==> config.mk <==
export PLATFORM = sky130hd
export DESIGN_NAME = sram_port_arbiter
export DESIGN_NICKNAME = d
export VERILOG_FILES = /design/src/rtl/sram_port_arbiter.sv
export SDC_FILE = /design/constraint.sdc
export NUM_CORES = 1
export LEC_CHECK = 0
export ABC_AREA = 1
export BUFFER_PORTS_ARGS = -buffer_cell sky130_fd_sc_hd__buf_4
export CORE_UTILIZATION = 35
export DETAILED_ROUTE_END_ITERATION = 8
export PLACE_DENSITY_LB_ADDON = 0.25
export SYNTH_ARGS = -nofsm -noshare
export SYNTH_HDL_FRONTEND = slang
export SYNTH_SLANG_ARGS = --single-unit
==> constraint.sdc <==
create_clock -name clk -period 2.1 [get_ports clk]
set_clock_uncertainty 0.2 [all_clocks]
set_input_delay 0.105 -clock clk [delete_from_list [all_inputs] [get_ports clk]]
set_output_delay 0.105 -clock clk [all_outputs]
set_load 0.03 [all_outputs]
==> src/rtl/sram_port_arbiter.sv <==
// sram_port_arbiter: shares one single-port SRAM between the Avalon host path
// (requester 0) and the calculation engine (requester 1). It grants round-robin,
// limits each owner to MAX_BURST accesses while the other requester waits,
// lets an owner hold the port with lock, rejects out-of-range addresses and
// returns read data one cycle after the access.
// Optional feature macro: ARB_STATS_EN adds per-requester access counters and
// a range-error counter.
module sram_port_arbiter #(
    parameter int ADDR_W    = 13,
    parameter int DATA_W    = 16,
    parameter int MAX_BURST = 8,
    parameter int MAXADDR   = 4128
) (
    input  logic              clk,
    input  logic              rst,
    input  logic [1:0]        req,
    input  logic [1:0]        lock,
    input  logic [1:0]        we,
    input  logic [ADDR_W-1:0] addr0,
    input  logic [ADDR_W-1:0] addr1,
    input  logic [DATA_W-1:0] wdata0,
    input  logic [DATA_W-1:0] wdata1,
    output logic [1:0]        gnt,
    output logic [1:0]        rvalid,
    output logic [DATA_W-1:0] rdata,
    output logic [1:0]        err,
    output logic              mem_en,
    output logic              mem_we,
    output logic [ADDR_W-1:0] mem_addr,
    output logic [DATA_W-1:0] mem_wdata,
`ifdef ARB_STATS_EN
    output logic [15:0]       stat_acc0,
    output logic [15:0]       stat_acc1,
    output logic [7:0]        stat_err,
`endif
    input  logic [DATA_W-1:0] mem_rdata
);

    localparam int CNT_W = $clog2(MAX_BURST + 1);

    typedef enum logic [1:0] {IDLE, OWN0, OWN1} state_e;

    state_e             state_q, state_d;
    logic               lastOwner_q, lastOwner_d;
    logic [CNT_W-1:0]   burstCnt_q, burstCnt_d;
    logic [CNT_W-1:0]   cntInc;
    logic [1:0]         rvalid_q, rvalid_d;
    logic [1:0]         err_q, err_d;

    logic               owner;
    logic               ownReq;
    logic               otherReq;
    logic               access;
    logic               addrOk;
    logic               curWe;
    logic [ADDR_W-1:0]  curAddr;
    logic [DATA_W-1:0]  curWdata;

    // Select the current owner's request fields and decide whether an access is taken this cycle
    always_comb begin
        owner    = (state_q == OWN1);
        ownReq   = owner ? req[1]  : req[0];
        otherReq = owner ? req[0]  : req[1];
        curWe    = owner ? we[1]   : we[0];
        curAddr  = owner ? addr1   : addr0;
        curWdata = owner ? wdata1  : wdata0;
        access   = (state_q != IDLE) && ownReq;
        addrOk   = (curAddr <= ADDR_W'(MAXADDR));
        cntInc   = (burstCnt_q == CNT_W'(MAX_BURST)) ? burstCnt_q : burstCnt_q + CNT_W'(1);
    end

    // State register with burst counter and round-robin memory of the last owner
    always_ff @(posedge clk or posedge rst) begin
        if (rst) begin
            state_q     <= IDLE;
            lastOwner_q <= 1'b1;
            burstCnt_q  <= '0;
        end else begin
            state_q     <= state_d;
            lastOwner_q <= lastOwner_d;
            burstCnt_q  <= burstCnt_d;
        end
    end

    // Next-state: arbitration from IDLE, burst limit handover and release when the owner drops req
    always_comb begin
        state_d     = state_q;
        lastOwner_d = lastOwner_q;
        burstCnt_d  = burstCnt_q;
        case (state_q)
            IDLE: begin
                burstCnt_d = '0;
                if (req == 2'b11)
                    state_d = lastOwner_q ? OWN0 : OWN1;
                else if (req[0])
                    state_d = OWN0;
                else if (req[1])
                    state_d = OWN1;
            end
            OWN0, OWN1: begin
                if (ownReq) begin
                    burstCnt_d = cntInc;
                    if ((cntInc == CNT_W'(MAX_BURST)) && !lock[owner] && otherReq) begin
                        state_d     = owner ? OWN0 : OWN1;
                        burstCnt_d  = '0;
                        lastOwner_d = owner;
                    end
                end else begin
                    state_d     = otherReq ? (owner ? OWN0 : OWN1) : IDLE;
                    burstCnt_d  = '0;
                    lastOwner_d = owner;
                end
            end
            default: state_d = IDLE;
        endcase
    end

    // Outputs: grant decode, SRAM drive from the owner, and next-cycle read/error responses
    always_comb begin
        gnt       = {state_q == OWN1, state_q == OWN0};
        mem_en    = access && addrOk;
        mem_we    = mem_en && curWe;
        mem_addr  = mem_en ? curAddr : '0;
        mem_wdata = mem_we ? curWdata : '0;
        rvalid_d  = '0;
        err_d     = '0;
        if (mem_en && !curWe)
            rvalid_d[owner] = 1'b1;
        if (access && !addrOk)
            err_d[owner] = 1'b1;
    end

    // Response registers; these survive a grant change so the old owner still gets its answer
    always_ff @(posedge clk or posedge rst) begin
        if (rst) begin
            rvalid_q <= '0;
            err_q    <= '0;
        end else begin
            rvalid_q <= rvalid_d;
            err_q    <= err_d;
        end
    end

    assign rvalid = rvalid_q;
    assign err    = err_q;
    // mem_rdata comes straight from the macro's output register, gated so rdata is zero when not valid
    assign rdata  = (|rvalid_q) ? mem_rdata : '0;

`ifdef ARB_STATS_EN
    logic [15:0] statAcc0_q, statAcc1_q;
    logic [7:0]  statErr_q;

    // Saturating usage counters: completed SRAM accesses per requester and total range errors
    always_ff @(posedge clk or posedge rst) begin
        if (rst) begin
            statAcc0_q <= '0;
            statAcc1_q <= '0;
            statErr_q  <= '0;
        end else begin
            if (mem_en && !owner && (statAcc0_q != 16'hFFFF))
                statAcc0_q <= statAcc0_q + 16'd1;
            if (mem_en && owner && (statAcc1_q != 16'hFFFF))
                statAcc1_q <= statAcc1_q + 16'd1;
            if ((|err_d) && (statErr_q != 8'hFF))
                statErr_q <= statErr_q + 8'd1;
        end
    end

    assign stat_acc0 = statAcc0_q;
    assign stat_acc1 = statAcc1_q;
    assign stat_err  = statErr_q;
`endif

endmodule
## Word level (Yosys, flattened, before mapping)

Index checks and enable logic that the tools add are counted.

- Flip-flop bits (word level): 11
- Bits of input ports: 82
- Output and inout bits: 53

- $add $sub $neg: 1
- $lt $le $gt $ge: 3
- Equality and inequality tests: 8
- Mux-type cells: 29
- Reductions and logical operators: 18

Operator list:

| operator | count |
|---|---|
| 16-bit 2-to-1 mux | 3 |
| 13-bit 2-to-1 mux | 2 |
| 2-bit 2-to-1 mux | 10 |
| 13-bit <= comparator, second input constant | 1 |
| 4-bit 2-to-1 mux | 3 |
| 4-bit equality test, second input constant | 2 |
| 1-bit logical AND | 8 |
| 1-bit 2-to-1 mux | 8 |
| 4-bit case mux with 2 select lines | 1 |
| 4-bit by 1-bit adder with 4-bit output, second input constant | 1 |
| 2-bit equality test, second input constant | 2 |
| 4-bit inequality test, second input constant | 1 |
| 2-bit case mux with 2 select lines | 1 |
| 2-bit AND reduction | 2 |
| 2-bit nonzero test | 2 |
| 2-bit OR reduction | 2 |
| 1-bit zero test | 3 |
| 3-bit inequality test, second input constant | 1 |
| 2-bit by 1-bit equality test with 1-bit output, second input constant | 1 |
| 2-bit zero test | 1 |
| 1-bit by 2-bit less-than comparator with 1-bit output, second input constant | 1 |
| 2-bit by 1-bit inequality test with 1-bit output, second input constant | 1 |
| 1-bit demux with 1-bit select | 1 |
| 1-bit greater-or-equal comparator, second input constant | 1 |

## Depth between registers and ports, before layout

- Depth after elaboration: 9
- Mapped depth: 14
- Mapped depth without buffers: 12

## Worst setup path after synthesis

Ideal clock, no wire load.

- Path kind: reg-to-output
- Start: register state_q[0]
- End: output mem_addr[11]
- Arrival: 2,086 ps
- Required time: 1,795 ps
- Path slack: -291 ps
- Cell stages (with the launch flop): 15
- Path buffers: 2
- Cell sequence: dfrtp_1 inv_1 ha_1 inv_2 buf_6 nand2_1 nand2_1 nor2_1 nand2_1 nor2_1 nand2_1 nand2_2 nand2_1 buf_2 nor2_1

- Word-level cells in the longest chain between the ends: 5

Ends and longest elaborated chain:

| item | line | RTL |
|---|---|---|
| start, declared | 43 | `state_e state_q, state_d;` |
| start signal, assigned | 79 | `state_q <= state_d;` |
| 2-bit equality test * | 61 | `owner = (state_q == OWN1);` |
| via owner | 50 | `logic owner;` |
| 13-bit 2-to-1 mux or 1-bit 2-to-1 mux (tied branches) | 65, 62 |  |
| 13-bit <= comparator or 1-bit logical AND (tied branches) | 68, 67 |  |
| 1-bit logical AND | 121 | `mem_en = access && addrOk;` |
| 13-bit 2-to-1 mux * | 123 | `mem_addr = mem_en ? curAddr : '0;` |
| end, declared | 29 | `output logic [ADDR_W-1:0] mem_addr,` |

Mark *: on every way through the listed nets, which the timed path passes. The rest lies on a longest branch.

## Final worst setup path

- Start: register state_q[0]
- End: output mem_wdata[14]

- Word-level cells in the longest chain between the ends: 6

Ends and longest elaborated chain:

| item | line | RTL |
|---|---|---|
| 2-bit equality test | 61 |  |
| 13-bit 2-to-1 mux or 1-bit 2-to-1 mux (tied branches) | 65, 62 |  |
| 13-bit <= comparator or 1-bit logical AND (tied branches) | 68, 67 |  |
| 1-bit logical AND | 121 |  |
| 1-bit logical AND | 122 | `mem_we = mem_en && curWe;` |
| 16-bit 2-to-1 mux * | 124 | `mem_wdata = mem_we ? curWdata : '0;` |
| end, declared | 30 | `output logic [DATA_W-1:0] mem_wdata,` |

Mark *: on every way between the ends. The rest lies on a longest branch, timed or not.

==> reports/metrics.yaml <==
cts:
  h-tree-depth: 1
  clock-root-buffer: "clkbuf_8"
  clockBufferDepth: 2
  clk_pin_slew_ns: 0.06
  numCtsBuffers: 3
  clk_latency_ns: 0.26
  cts_tree: "yes"
  cts.sinks: 11
placement:
  place_hpwl_mm: 4.12
  place_inst: 480
  place.gp.congestion: 0.846
  port_buffers: 134
synth:
  yosys_warnings: 0
  ys_ff_latch: 11
  synth.avg_cell_area_um2: 5.49
  synth_fp_nets: 364
  synth-seq-area-share: 0.182
  synthDistinctLibCells: 23
  netlist_area_um2: 1520
  syn_inst: 276
power:
  peakVddDrop_uv: 725
  leakagePower_nw: 1.94
  p_clk_frac: 0.055
  seqPwrFrac: 0.076
  power_density_nw_per_um2: 1190
  power.internal_mw: 1.98
  comb_power_share: 0.869
  p_sw_frac: 0.523
  total_power_mw: 4.16
  switchingPower_mw: 2.18
critical_path:
  reg2regPathDepth: 14
  path_max_fanout: 12
  end_kind: "output port"
  critPathKind: "reg -> out"
  cp.arrival_ns: 2.54
  startpoint_type: "flip-flop"
  required_ns: 1.79
cells_and_area:
  drive_gt1_frac: 0.566
  finalNetCount: 541
  mostFrequentLayoutCell: "buf_4"
  areaGrowthSynthToFinish_pct: 131
  final_cell_mix: "141 x buf_4, 57 x nand2_1, 49 x inv_1"
  num_antenna_cells: 0
  instances_no_fill: 502
drt:
  wl_per_cell_um: 15.0
  initialDrtViolationCount: 177
  wirelength_mm: 7.53
  dr.pass1.iters: 6
  ant_nets: 0
  drc: 0
  vias: 2531
  vias_per_cell: 5.04
global_routing:
  grtUsageTotal: 0.272
  grt_pass1_wl_mm: 9.37
  met1_usage: 0.261
  grt_pass1_vias: 2238
  grt_max_degree: 17
  grt_overflow_total: 0
  globalRouteMet2Util: 0.553
  met3_usage: 0.0467
  gr-max-usage-layer: "met2"
  antenna_found_initial: 0
run_status:
  status: "finished with violations"
  violations: "setup timing"
sta:
  finalHoldViolations: 0
  fmax_mhz: 352
  maxSlewHeadroom: 0.704
  setup_ws_ns: -0.745
  rsz0062_at_grt: "yes"
  period_minus_slack_ns: 2.84
  fin_crit_sh: 1.35
  fin_hold_ws_ns: 0.127
  worstMarginPinSlew_ns: 0.444
  setup_viol: 35
  finalMaxSlewViolations: 0
  tns_ns: -21.63
floorplan:
  start_util: 0.371
  num_rows: 23
  core_um2: 4090
  io_pins: 135
  die_h_um: 67.8
  dieWidth_um: 67.8
  die-area_um2: 4600
job:
  drv_cap: 0
min_path:
  min_path_type: "in -> reg"
  min_path_cells: 5
worst max-delay path: stages, from the launching register on:
cell     delay, ns
dfrtp_1       0.42
inv_2         0.08
ha_4          0.20
buf_4         0.19
nand2_1       0.10
nand2_2       0.08
nor2_2        0.14
nand2_1       0.09
nor2_2        0.16
nand2_2       0.09
nand2_4       0.11
nand3_4       0.16
buf_16        0.21
nor2_4        0.11
buf_6         0.13
per-layer routing:
layer | routed length, µm | share of wire | vias up
met5 | 0 | 0 | -
met4 | 362 | 0.048 | 0
met3 | 685 | 0.091 | 41
met2 | 4020 | 0.53 | 179
met1 | 2470 | 0.33 | 1133
li1 | - | - | 1178
final cells by class:
| class | instances | area [µm²] |
|---|---|---|
| sequential | 11 | 277 |
| multi-input combinational | 202 | 1320 |
| clock buffer | 4 | 45.0 |
| fill | 229 | 579 |
| timing repair buffer | 182 | 1600 |
| inverter | 53 | 208 |
| tap | 50 | 62.6 |
power groups by stage:
stage	Sequential (mW)	Combinational [mW]	Clock, mW
finish	0.315	3.62	0.229
global route	0.319	3.81	0.236
CTS	0.305	3.22	0.219
detailed placement	0.303	2.73	0
global placement	0.301	2.69	0
floorplan	0.331	1.76	0
state kept, by name (all words and copies together) (netlist names):
name / count
burstCnt_q: 4
err: 2
lastOwner_q: 1
rvalid: 2
state_q: 2
Yosys cell counts:
library cell	n	area share
nand2_1	86	0.21
nor2_1	63	0.16
inv_1	51	0.13
mux2i_1	16	0.11
nand3_1	13	0.043
dfrtp_1	10	0.17
ha_1	6	0.050
buf_2	5	0.016
o22ai_1	4	0.016
o21ai_0	3	0.0099
a21oi_1	2	0.0066
buf_4	2	0.0099
buf_6	2	0.015
inv_2	2	0.0050
nand4_1	2	0.0082
o21ai_1	2	0.0066
and3_1	1	0.0041
clkbuf_1	1	0.0025
dfstp_2	1	0.017
nand2_2	1	0.0041
nand3_4	1	0.012
nor2_2	1	0.0041
or2_2	1	0.0041
final timing paths:
path                       slack, ns         from            end
max                            -0.74   state_q[0]  mem_wdata[14]
min                             0.13       req[1]     state_q[1]
max reg2reg                    -0.32   state_q[0]      rvalid[1]
min reg2reg                     0.34  lastOwner_q    lastOwner_q
max in group asynchronous       1.13          rst    lastOwner_q
min in group asynchronous       0.22          rst         err[0]
repair_timing:
| action | CTS | global route |
|---|---|---|
| hold endpoints to repair | 13 | 0 |
| pin swaps | 8 | 15 |
| resized for setup | 59 | 33 |
| setup buffers | 8 | 4 |
| endpoints found under the setup margin | 33 | 35 |
| cloned | 3 | 0 |
| hold buffers | 3 | 0 |
cells by family (layout without fill, tap and decap cells):
kind of cell / after synthesis / after routing / synth area share
buffers and inverters: 63 / 239 / 0.175
flip-flops: 11 / 11 / 0.182
multiplexers: 16 / 16 / 0.106
AO/OA/AOI/OAI: 11 / 11 / 0.0396
adder cells (fa/ha/maj): 6 / 6 / 0.0495
AND/OR/NAND/NOR: 169 / 169 / 0.448
metrics by stage:
step | setup WS [ns] | instance area, µm² | utilization
after global routing | -0.794 | 3510 | 0.858
after global placement | -0.136 | 2950 | 0.721
final | -0.745 | 3510 | 0.858
after floorplan | -0.150 | 1710 | -
after detailed placement | -0.213 | 2950 | 0.721
after CTS | -0.417 | 3370 | 0.825
Note: power is estimated with default switching activity, not from simulation.
